==> src/rtl/pulse_train_gen.sv <==
// Programmable pulse-train generator: start -> delay -> N pulses of runtime width/period.
// Optional define PULSE_TRAIN_RETRIGGER_EN lets start re-launch a train that is still busy.
module pulse_train_gen #(
  parameter int CNT_W = 16,
  parameter int NUM_W = 8
) (
  input  logic             clock,
  input  logic             reset_n,
  input  logic             start,
  input  logic             abort,
  input  logic [CNT_W-1:0] cfg_delay,
  input  logic [CNT_W-1:0] cfg_width,
  input  logic [CNT_W-1:0] cfg_period,
  input  logic [NUM_W-1:0] cfg_count,
  output logic             pulse,
  output logic             busy,
  output logic             done,
  output logic [NUM_W-1:0] pulses_sent
);

  typedef enum logic [1:0] {IDLE, DELAY, HIGH, LOW} state_t;

  state_t           state, state_nxt;
  logic [CNT_W-1:0] timer, timer_nxt;
  logic [CNT_W-1:0] width_q, width_nxt;
  logic [CNT_W-1:0] low_q, low_nxt;
  logic [NUM_W-1:0] count_q, count_nxt;
  logic [NUM_W-1:0] sent_nxt, sent_inc;
  logic [CNT_W-1:0] cfg_w_eff, cfg_low;
  logic [CNT_W:0]   cfg_diff;
  logic             can_start, accept, finish;
  logic             pulse_nxt, busy_nxt, done_nxt;

`ifdef PULSE_TRAIN_RETRIGGER_EN
  assign can_start = 1'b1;
`else
  assign can_start = (state == IDLE);
`endif

  assign accept    = start && !abort && can_start;
  assign cfg_w_eff = (cfg_width == '0) ? CNT_W'(1) : cfg_width;
  // Extra bit keeps P-W from wrapping when the period is shorter than the width.
  assign cfg_diff  = {1'b0, cfg_period} - {1'b0, cfg_w_eff};
  assign cfg_low   = (cfg_period <= cfg_w_eff) ? CNT_W'(1) : cfg_diff[CNT_W-1:0];
  assign sent_inc  = ((count_q == '0) && (pulses_sent == '1)) ? pulses_sent
                                                              : pulses_sent + NUM_W'(1);

  always_ff @(posedge clock or negedge reset_n) begin
    if (!reset_n) begin
      state       <= IDLE;
      timer       <= '0;
      width_q     <= '0;
      low_q       <= '0;
      count_q     <= '0;
      pulses_sent <= '0;
      pulse       <= 1'b0;
      busy        <= 1'b0;
      done        <= 1'b0;
    end else begin
      state       <= state_nxt;
      timer       <= timer_nxt;
      width_q     <= width_nxt;
      low_q       <= low_nxt;
      count_q     <= count_nxt;
      pulses_sent <= sent_nxt;
      pulse       <= pulse_nxt;
      busy        <= busy_nxt;
      done        <= done_nxt;
    end
  end

  always_comb begin
    state_nxt = state;
    timer_nxt = timer;
    width_nxt = width_q;
    low_nxt   = low_q;
    count_nxt = count_q;
    sent_nxt  = pulses_sent;
    finish    = 1'b0;
    if ((state != IDLE) && abort) begin
      state_nxt = IDLE;
    end else if (accept) begin
      width_nxt = cfg_w_eff;
      low_nxt   = cfg_low;
      count_nxt = cfg_count;
      if (cfg_delay == '0) begin
        state_nxt = HIGH;
        timer_nxt = cfg_w_eff - CNT_W'(1);
        sent_nxt  = NUM_W'(1);
      end else begin
        state_nxt = DELAY;
        timer_nxt = cfg_delay - CNT_W'(1);
        sent_nxt  = '0;
      end
    end else begin
      case (state)
        DELAY, LOW: begin
          if (timer == '0) begin
            state_nxt = HIGH;
            timer_nxt = width_q - CNT_W'(1);
            sent_nxt  = sent_inc;
          end else begin
            timer_nxt = timer - CNT_W'(1);
          end
        end
        HIGH: begin
          if (timer != '0) begin
            timer_nxt = timer - CNT_W'(1);
          end else if ((count_q != '0) && (pulses_sent == count_q)) begin
            state_nxt = IDLE;
            finish    = 1'b1;
          end else begin
            state_nxt = LOW;
            timer_nxt = low_q - CNT_W'(1);
          end
        end
        default: ;
      endcase
    end
  end

  always_comb begin
    pulse_nxt = (state_nxt == HIGH);
    busy_nxt  = (state_nxt != IDLE);
    done_nxt  = finish;
  end

endmodule

==> config.mk <==
export PLATFORM = sky130hd
export DESIGN_NAME = pulse_train_gen
export DESIGN_NICKNAME = d
export VERILOG_FILES = /design/src/rtl/pulse_train_gen.sv
export SDC_FILE = /design/constraint.sdc
export NUM_CORES = 1
export LEC_CHECK = 0
export ABC_AREA = 1
export CAP_MARGIN = 20
export CORE_UTILIZATION = 62
export CTS_CLUSTER_SIZE = 25
export DETAILED_ROUTE_END_ITERATION = 8
export GPL_TIMING_DRIVEN = 0
export PLACE_DENSITY = 0.87
export SYNTH_ARGS = -nofsm -noshare
export SYNTH_HDL_FRONTEND = slang
export SYNTH_SLANG_ARGS = --single-unit
==> constraint.sdc <==
create_clock -name clock -period 3.14 [get_ports clock]
set_input_delay 0.942 -clock clock [delete_from_list [all_inputs] [get_ports clock]]
set_output_delay 0.942 -clock clock [all_outputs]
set_load 0.02 [all_outputs]
Word level (Yosys, flattened, before mapping). Cells that the tools add are included.

$add $sub $neg: 7. Bitwise logic cells: 1. Reductions and logical operators: 22. Order comparisons: 1. Multiplexer cells: 25. Eq/ne operators: 8.

Operators with widths (count): two-way mux 16 bit (7); subtractor 16 x 1 -> 16 bit, second input constant (5); logical NOT 16 bit (3); two-way mux 8 bit (4); one-hot mux 16 bit (2 select lines) (1); <= comparator 16 bit (1); nonzero test 16 bit (1); subtractor 16 bit (1); two-way mux 2 bit (6); adder 8 x 1 -> 8 bit, second input constant (1); equality test 8 bit (1); equality test 8 bit, second input constant (1); logical NOT 8 bit (1); nonzero test 2 bit (4); nonzero test 8 bit (1); equality test 2 bit, second input constant (3); two-way mux 1 bit (6); logical AND 1 bit (5); != test 4 bit, second input constant (1); one-hot mux 2 bit (2 select lines) (1); AND reduction 4 bit (1); AND reduction 3 bit (1); nonzero test 3 bit (1); equality test 2 x 1 -> 1 bit, second input constant (1); other kinds (6) (6).

Bits in registers: 69. Logic and storage cells: 73.

Depth between registers and ports, before layout. Gate-level depths: netlist of the first run.

Word-level depth: 8. Gate-level depth with buffers: 20. Gate-level depth less buffers: 20.

Worst setup path before layout of the first run. No wires, ideal clock.

Path kind: input port to flip-flop. Start point: input port cfg_width[8]. End point: register low_q[12]. Stages: 19. Slack: 139 ps. Arrival time: 2870 ps. Required time: 3008 ps. Cell sequence: nor2_1 nand3_1 nor2_1 nand2_1 nand2_1 ha_1 inv_1 fa_1 nand3_1 nand3_1 nand2_1 nand3b_1 nand2_1 nand2_1 nand2_1 nand2_1 nand2_1 buf_6 o22ai_1.

Word-level cells in the longest chain between the ends: 4.

Ends and longest elaborated chain: from (decl) (RTL line 12) `input logic [CNT_W-1:0] cfg_width,`; logical NOT 16 bit (*) (RTL line 41) `assign cfg_w_eff = (cfg_width == '0) ? CNT_W'(1) : cfg_width;`; two-way mux 16 bit (*) (RTL line 41); net cfg_w_eff[0] (RTL line 29) `logic [CNT_W-1:0] cfg_w_eff, cfg_low;`; subtractor 16 bit / <= comparator 16 bit (equally long branches) (RTL line 43, 44); two-way mux 16 bit (*) (RTL line 44) `assign cfg_low = (cfg_period <= cfg_w_eff) ? CNT_W'(1) : cfg_diff[CNT_W-1:0];`; to (signal assigned) (RTL line 63) `low_q <= low_nxt;`; to (decl) (RTL line 26) `logic [CNT_W-1:0] low_q, low_nxt;`.

The timed path passes the listed nets; every way through them passes the cells marked *. A chain may end at the register's enable or synchronous reset.

Worst setup path in the final report of the first run.
Start point: input port cfg_width[4]. End point: register low_q[7].

Same word-level chain as after synthesis.

==> metrics.yaml, run 1 <==
worst_pin_slew_ns: 0.8803
ir_drop_mv: 0.4102
skew_ns: 0.009387
start_kind: "input port"
place_inst: 1098
post_dp_cell_area_sq_um: 6844
firstDrtPassIters: 5
crit_path_end_kind: "flop"
path_class: "in2reg"
h-tree-depth: 3
nFillCells: 729
grt_max_degree: 70
hpwl_microns: 13580
hold_ws_ns: 0.4910
grt_pass1_vias: 5788
report.power.total_mw: 5.250
fp.coreArea_sq_um: 9284
dieArea_sq_um: 10050
post_drt_wl_per_cell_microns: 15.87
hold_violations: 0
finalMaxSlewViolations: 0
cp_max_fo: 5
grt_usage_pct: 37.06
cts.sinks: 69
first_iter_violations: 513
ys_warn_count: 0
cap_violations: 0
synth_area_sq_um: 5984
antenna_found_initial: 0
crit_chain: "clkdlybuf4s15_1 > nor2_1 > nand3_1 > nor2_1 > nand2_1 > nand2_2 > ha_4 > inv_2 > fa_2 > nand3_2 > nand3_2 > nand2_2 > nand3b_1 > nand2_1 > nand2_2 > nand2_1 > nand2_2 > nand2_4 > buf_6 > o22ai_1"
tns_ns: 0
start_util_pct: 64.46
slowest_delay_ns: 0.35
min-delay-path-class: "reg2reg"
slew_headroom_pct: 41.31
final_cell_mix: "nand2_1, nor2_1, inv_1, nand3_1, dfrtp_1"
required_ns: 3.36
final_nets: 1078
drc: 0
synth.ff_latch_count: 69
ys_seq_area_share_pct: 28.85
p_per_area_nw_per_um2: 723.6
final_cell_area_sq_um: 7256
layout_commonest_cell: "nand2_1"
timing.final.crit_share_pct: 97.32
final_layout_size_suffix_gt1_share_pct: 13.01
crit_slowest_cell: "fa_2"
grt_pass1_wl_microns: 28570
portBuffers: 70
fin_crit_ns: 3.056
grt-ovfl-total: 0
synthCells: 899
fp.dieW_microns: 100.2
diodes: 0
via_count: 6406
finalSetupViolations: 0
synth_cell_types: 50
async_reset_ff_share_pct: 100.0
cts_buffers: 9
routed_wl_microns: 17900
crit_arrival_ns: 3.27
syn_nets: 983
antenna_left: 0
synth_ff_type: "dfrtp_1"
core.rowCount: 35
cpMostUsedCell: "nand2_2"
holdBufCountCts: 0
insertion_delay_ns: 0.35
num_io_pins: 71
routabilityCongestion: 0.9404
cts_root_buffer: "clkbuf_8"
die_h_microns: 100.2
max_freq_mhz: 327.2
area_delta_synth_final_pct: 21.24
avgViaCountPerCell: 5.679
post_synth.cell_area_avg_sq_um: 6.657
clockBufferDepth: 2
cts_tree: "done"
outcome: "completed"
leakage_nw: 3.494
fin_cells: 1128
path_clk_slew_ns: 0.08
synth-edff-count: 0
[registers in the layout (all words and copies together) (netlist names)]
name / cells
pulse: 1
pulses_sent: 8
count_q: 8
low_q: 16
done: 1
timer: 16
state: 2
busy: 1
width_q: 16
[layer usage]
layer | vias to the layer above | GRT usage [%] | share of wire, %
li1 | 3081 | - | -
met1 | 2950 | 50.33 | 42
met2 | 332 | 56.74 | 44
met4 | 0 | 15.27 | 3.0
met5 | - | 0 | 0
met3 | 43 | 8.844 | 10
[power by group]
group          internal (mW)  total [mW]  leakage (nW)  switching [mW]
Combinational           1.01        2.62          2.52            1.61
Clock                  0.528       0.900         0.116           0.371
Sequential              1.28        1.74         0.856           0.458
Total                   2.81        5.25          3.49            2.44
[metrics by stage]
| stage | utilization, % | setup slack, ns |
|---|---|---|
| global route | 78.15 | -0.004726 |
| CTS | 77.67 | 0.007209 |
| floorplan | - | 0.1385 |
| finish | 78.15 | 0.08418 |
| detailed placement | 73.72 | -0.8534 |
| global placement | 73.75 | -1.203 |
[synth_stat cells (8+ instances only)]
cell,n,area share [%]
clkbuf_1,8,0.50
inv_1,106,6.6
a21oi_2,8,1.2
a21oi_1,37,3.1
ha_1,23,4.8
nand3_1,85,7.1
nor3_1,9,0.75
xnor2_1,14,2.0
nand2_1,233,15
xor2_1,35,5.1
nor2_2,19,2.0
nor2_1,120,7.5
o21ai_0,41,3.4
dfrtp_1,69,29
o22ai_1,10,1.0
[cell type report]
cell class,count,area [sq um],share of cell area (%)
Buffer,17,112.6,1.552
Clock buffer,10,127.6,1.759
Clock inverter,6,111.4,1.535
Inverter,116,442.9,6.105
Multi-Input combinational cell,697,3792,52.27
Sequential cell,69,1727,23.80
Tap cell,129,161.4,2.225
Timing Repair Buffer,84,780.7,10.76
[what timing repair did]
item,4_1_cts,5_1_grt
pin swaps,9,15
gates cloned,1,0
resized for setup,36,31
setup endpoints to repair,16,21
buffers inserted,10,3
[kinds of logic (layout without fill, tap and decap cells)]
group / count (synthesis) / in the layout / share of synthesized area, %
xor gates and xnor gates: 49 / 49 / 7.171
and+or+nand+nor: 498 / 498 / 37.03
AOI/OAI and AO/OA: 126 / 126 / 12.52
buffers and inverters: 133 / 233 / 9.283
DFF: 69 / 69 / 28.85
adders and majority gates: 24 / 24 / 5.143
[path summary, 6_finish.rpt]
path	startpoint	to	slack, ns	cells past startpoint
setup / recovery	cfg_width[4]	low_q[7]$_DFFE_PN0P_	0.08	20
setup reg to reg	timer[0]$_DFFE_PN0P_	timer[9]$_DFFE_PN0P_	0.84	11
hold / removal	low_q[14]$_DFFE_PN0P_	low_q[14]$_DFFE_PN0P_	0.49	2
min in group asynchronous	reset_n	low_q[2]$_DFFE_PN0P_	0.68	1
hold reg to reg	low_q[14]$_DFFE_PN0P_	low_q[14]$_DFFE_PN0P_	0.49	2
max in group asynchronous	reset_n	timer[4]$_DFFE_PN0P_	1.87	1
[worst max-delay path, delay by kind of cell]
kind | cells | cell delay (ns)
and+or+nand+nor | 14 | 1.35
buffers and inverters | 3 | 0.43
adders and majority gates | 2 | 0.48
AOI/OAI and AO/OA | 1 | 0.07
(Power assumes the default switching activity.)
==> inputs of run 2 (changes only) <==
Settings changed: MAX_ROUTING_LAYER from default to met4, SLEW_MARGIN from default to 0.
Clock period 3.14 ns to 3.7 ns, I/O delays scaled along.
==> metrics.yaml, run 2 (synthesized netlist as in run 1, its figures left out) <==
min-delay-path-class: "reg2reg"
p_int_mw: 2.409  # -14%
insertion_delay_ns: 0.36  # about the same
grt_usage_pct: 37.38  # +0.32 points
antenna_found_initial: 0  # unchanged
clkPwrFrac_pct: 18.3  # +1.2 points
multiInputGateArea_sq_um: 3727  # -1.7%
cts_root_buffer: "clkbuf_8"
finalSetupViolations: 0  # unchanged
slew_headroom_pct: 40.13  # -1.2 points
avgViaCountPerCell: 5.603  # -1.3%
timing.final.crit_share_pct: 97.48
start_util_pct: 64.46  # unchanged
p_per_area_nw_per_um2: 626.7  # -13%
first_iter_violations: 488  # -4.9%
reg2regPathDepth: 11  # unchanged
crit_path_end_kind: "flop"
reg2reg_to: "timer[9]$_DFFE_PN0P_"
path_class: "in2reg"
final_layout_size_suffix_gt1_share_pct: 9.533  # -3.5 points
worst_pin_slew_ns: 0.8981  # +0.01775 ns
nFillCells: 744  # +2.1%
hpwl_microns: 13690  # +0.87%
h-tree-depth: 3  # unchanged
cp_max_fo: 4  # -1
start_kind: "input port"
final_cell_mix: "nand2_1, nor2_1, inv_1, nand3_1, dfrtp_1"
core.rowCount: 35  # unchanged
fp.dieW_microns: 100.2  # unchanged
crit_arrival_ns: 3.84  # +0.57 ns
via_count: 6247  # -2.5%
cap_violations: 0  # unchanged
grt_pass1_wl_microns: 28090  # -1.7%
ir_drop_mv: 0.3293  # -20%
die_h_microns: 100.2  # unchanged
largestRegisters: "low_q (16), timer (16), width_q (16)"
hold_ws_ns: 0.5098  # +0.01887 ns
firstDrtPassIters: 7  # +2
holdPathStages: 2  # unchanged
cts.sinks: 69  # unchanged
cts_buffers: 9  # unchanged
cts_tree: "done"
path_clk_slew_ns: 0.07  # about the same
area_delta_synth_final_pct: 19.26
min-delay-start: "low_q[14]$_DFFE_PN0P_"
clockBufferDepth: 2  # unchanged
pwr-share-seq_pct: 32.8  # -0.3 points
finalMaxSlewViolations: 0  # unchanged
required_ns: 3.94  # +0.58 ns
hold_violations: 0  # unchanged
report.power.total_mw: 4.473  # -15%
portBuffers: 70  # unchanged
regArea_sq_um: 1727  # unchanged
fp.coreArea_sq_um: 9284  # unchanged
reg2reg_from: "timer[0]$_DFFE_PN0P_"
outcome: "completed"
switchingPower_mw: 2.064  # -15%
leakage_nw: 3.428  # -1.9%
dieArea_sq_um: 10050  # unchanged
num_io_pins: 71  # unchanged
grt_max_degree: 70  # unchanged
grt-ovfl-total: 0  # unchanged
skew_ns: 0.01170  # +0.002312 ns
antenna_left: 0  # unchanged
r2r_setup_slack_ns: 1.37  # +0.53 ns
grt_pass1_vias: 5734  # -0.93%
diodes: 0  # unchanged
layout_commonest_cell: "nand2_1"
swShare_pct: 46.14  # -0.30 points
routabilityCongestion: 0.9502  # +1.0%
fin_crit_ns: 3.607
post_drt_wl_per_cell_microns: 15.51  # -2.2%
hold_path_end: "low_q[14]$_DFFE_PN0P_"
routed_wl_microns: 17290  # -3.4%
final_nets: 1065  # -1.2%
comb_power_share_pct: 48.9  # -0.9 points
drc: 0  # unchanged
max_freq_mhz: 277.3
[run 2: cell count changes in the layout (fill, tap and decap cells not counted), moves of 3 or more]
cell             change
nor2_4               -4
clkdlybuf4s50_1     +12
nor2_2               +3
inv_1                +6
nand3_2              -3
nand3_1              +3
nand2_2              -5
buf_4               -11
inv_2                -6
clkbuf_2             -7
nand2_1              +5
clkdlybuf4s15_1      -3
[run 2: area by class of cell]
cell class	instances	area share, %
plain buffers	17	1.630
clock buffers	11	2.121
clock inverters	5	1.490
inverters	116	6.206
multi-input cells	697	52.23
flip-flops and latches	69	24.19
well taps	129	2.262
repair buffers	71	9.870
[run 2: stage by stage]
stage | cells | setup slack [ns] | setup TNS (ns) | util [%] | area (sq um)
2_1_floorplan | 899 | 0.5305 | 0 | - | 5984
3_3_place_gp | 1098 | -0.8141 | -61.99 | 73.75 | 6847
3_5_place_dp | 1098 | -0.4988 | -6.734 | 73.72 | 6844
4_1_cts | 1115 | 0.01819 | 0 | 76.59 | 7111
5_1_grt | 1115 | -0.001647 | -0.001647 | 76.87 | 7137
6_report | 1115 | 0.09315 | 0 | 76.87 | 7137
[run 2: critical path, cell delays in order]
cell	delay, ns
clkdlybuf4s50_1	0.51
inv_2	0.12
nand3_1	0.09
nor2_2	0.12
nand2_1	0.08
nand2_1	0.10
ha_1	0.14
inv_1	0.06
fa_2	0.36
nand3_1	0.08
nand3_1	0.10
nand2_1	0.09
nand3b_1	0.13
nand2_1	0.10
nand2_2	0.08
nand2_1	0.09
nand2_2	0.11
nand2_4	0.12
a21oi_1	0.05
o21ai_0	0.10
nand2_1	0.07
[run 2: timing repair]
action                     4_1_cts  5_1_grt
setup buffers                    1        0
gates resized for setup          7        8
hold buffers                     0        0
pin swaps                        1        0
setup endpoints to repair       13       14
[run 2: worst max path at each step]
| stage | start | end | slack, ns | depth (start not counted) |
|---|---|---|---|---|
| 3_5_place_dp | cfg_width[11] | low_q[12]$_DFFE_PN0P_ | -0.50 | 20 |
| 6_report | cfg_width[11] | low_q[14]$_DFFE_PN0P_ | 0.09 | 21 |
| 4_1_cts | cfg_width[4] | low_q[12]$_DFFE_PN0P_ | 0.02 | 19 |
| 2_1_floorplan | cfg_width[8] | low_q[12]$_DFFE_PN0P_ | 0.53 | 19 |
| 5_1_grt | cfg_width[10] | low_q[12]$_DFFE_PN0P_ | -0.002 | 20 |
| 3_3_place_gp | reset_n | count_q[4]$_DFFE_PN0P_ | -0.81 | 1 |
[run 2: power groups by stage]
stage | combinational (mW) | sequential (mW) | clock, mW
global placement | 2.10 | 1.46 | 0
CTS | 2.15 | 1.45 | 0.812
global route | 2.44 | 1.50 | 0.847
floorplan | 1.55 | 1.40 | 0
finish | 2.19 | 1.47 | 0.818
detailed placement | 2.13 | 1.47 | 0
[run 2: layer usage]
metal | track usage [%] | vias up | part of all wire, %
met1 | 50.82 | 2839 | 45
met4 | 14.49 | 0 | 2.5
met5 | - | - | 0
li1 | - | 3067 | -
met3 | 8.287 | 40 | 9.3
met2 | 54.27 | 301 | 43
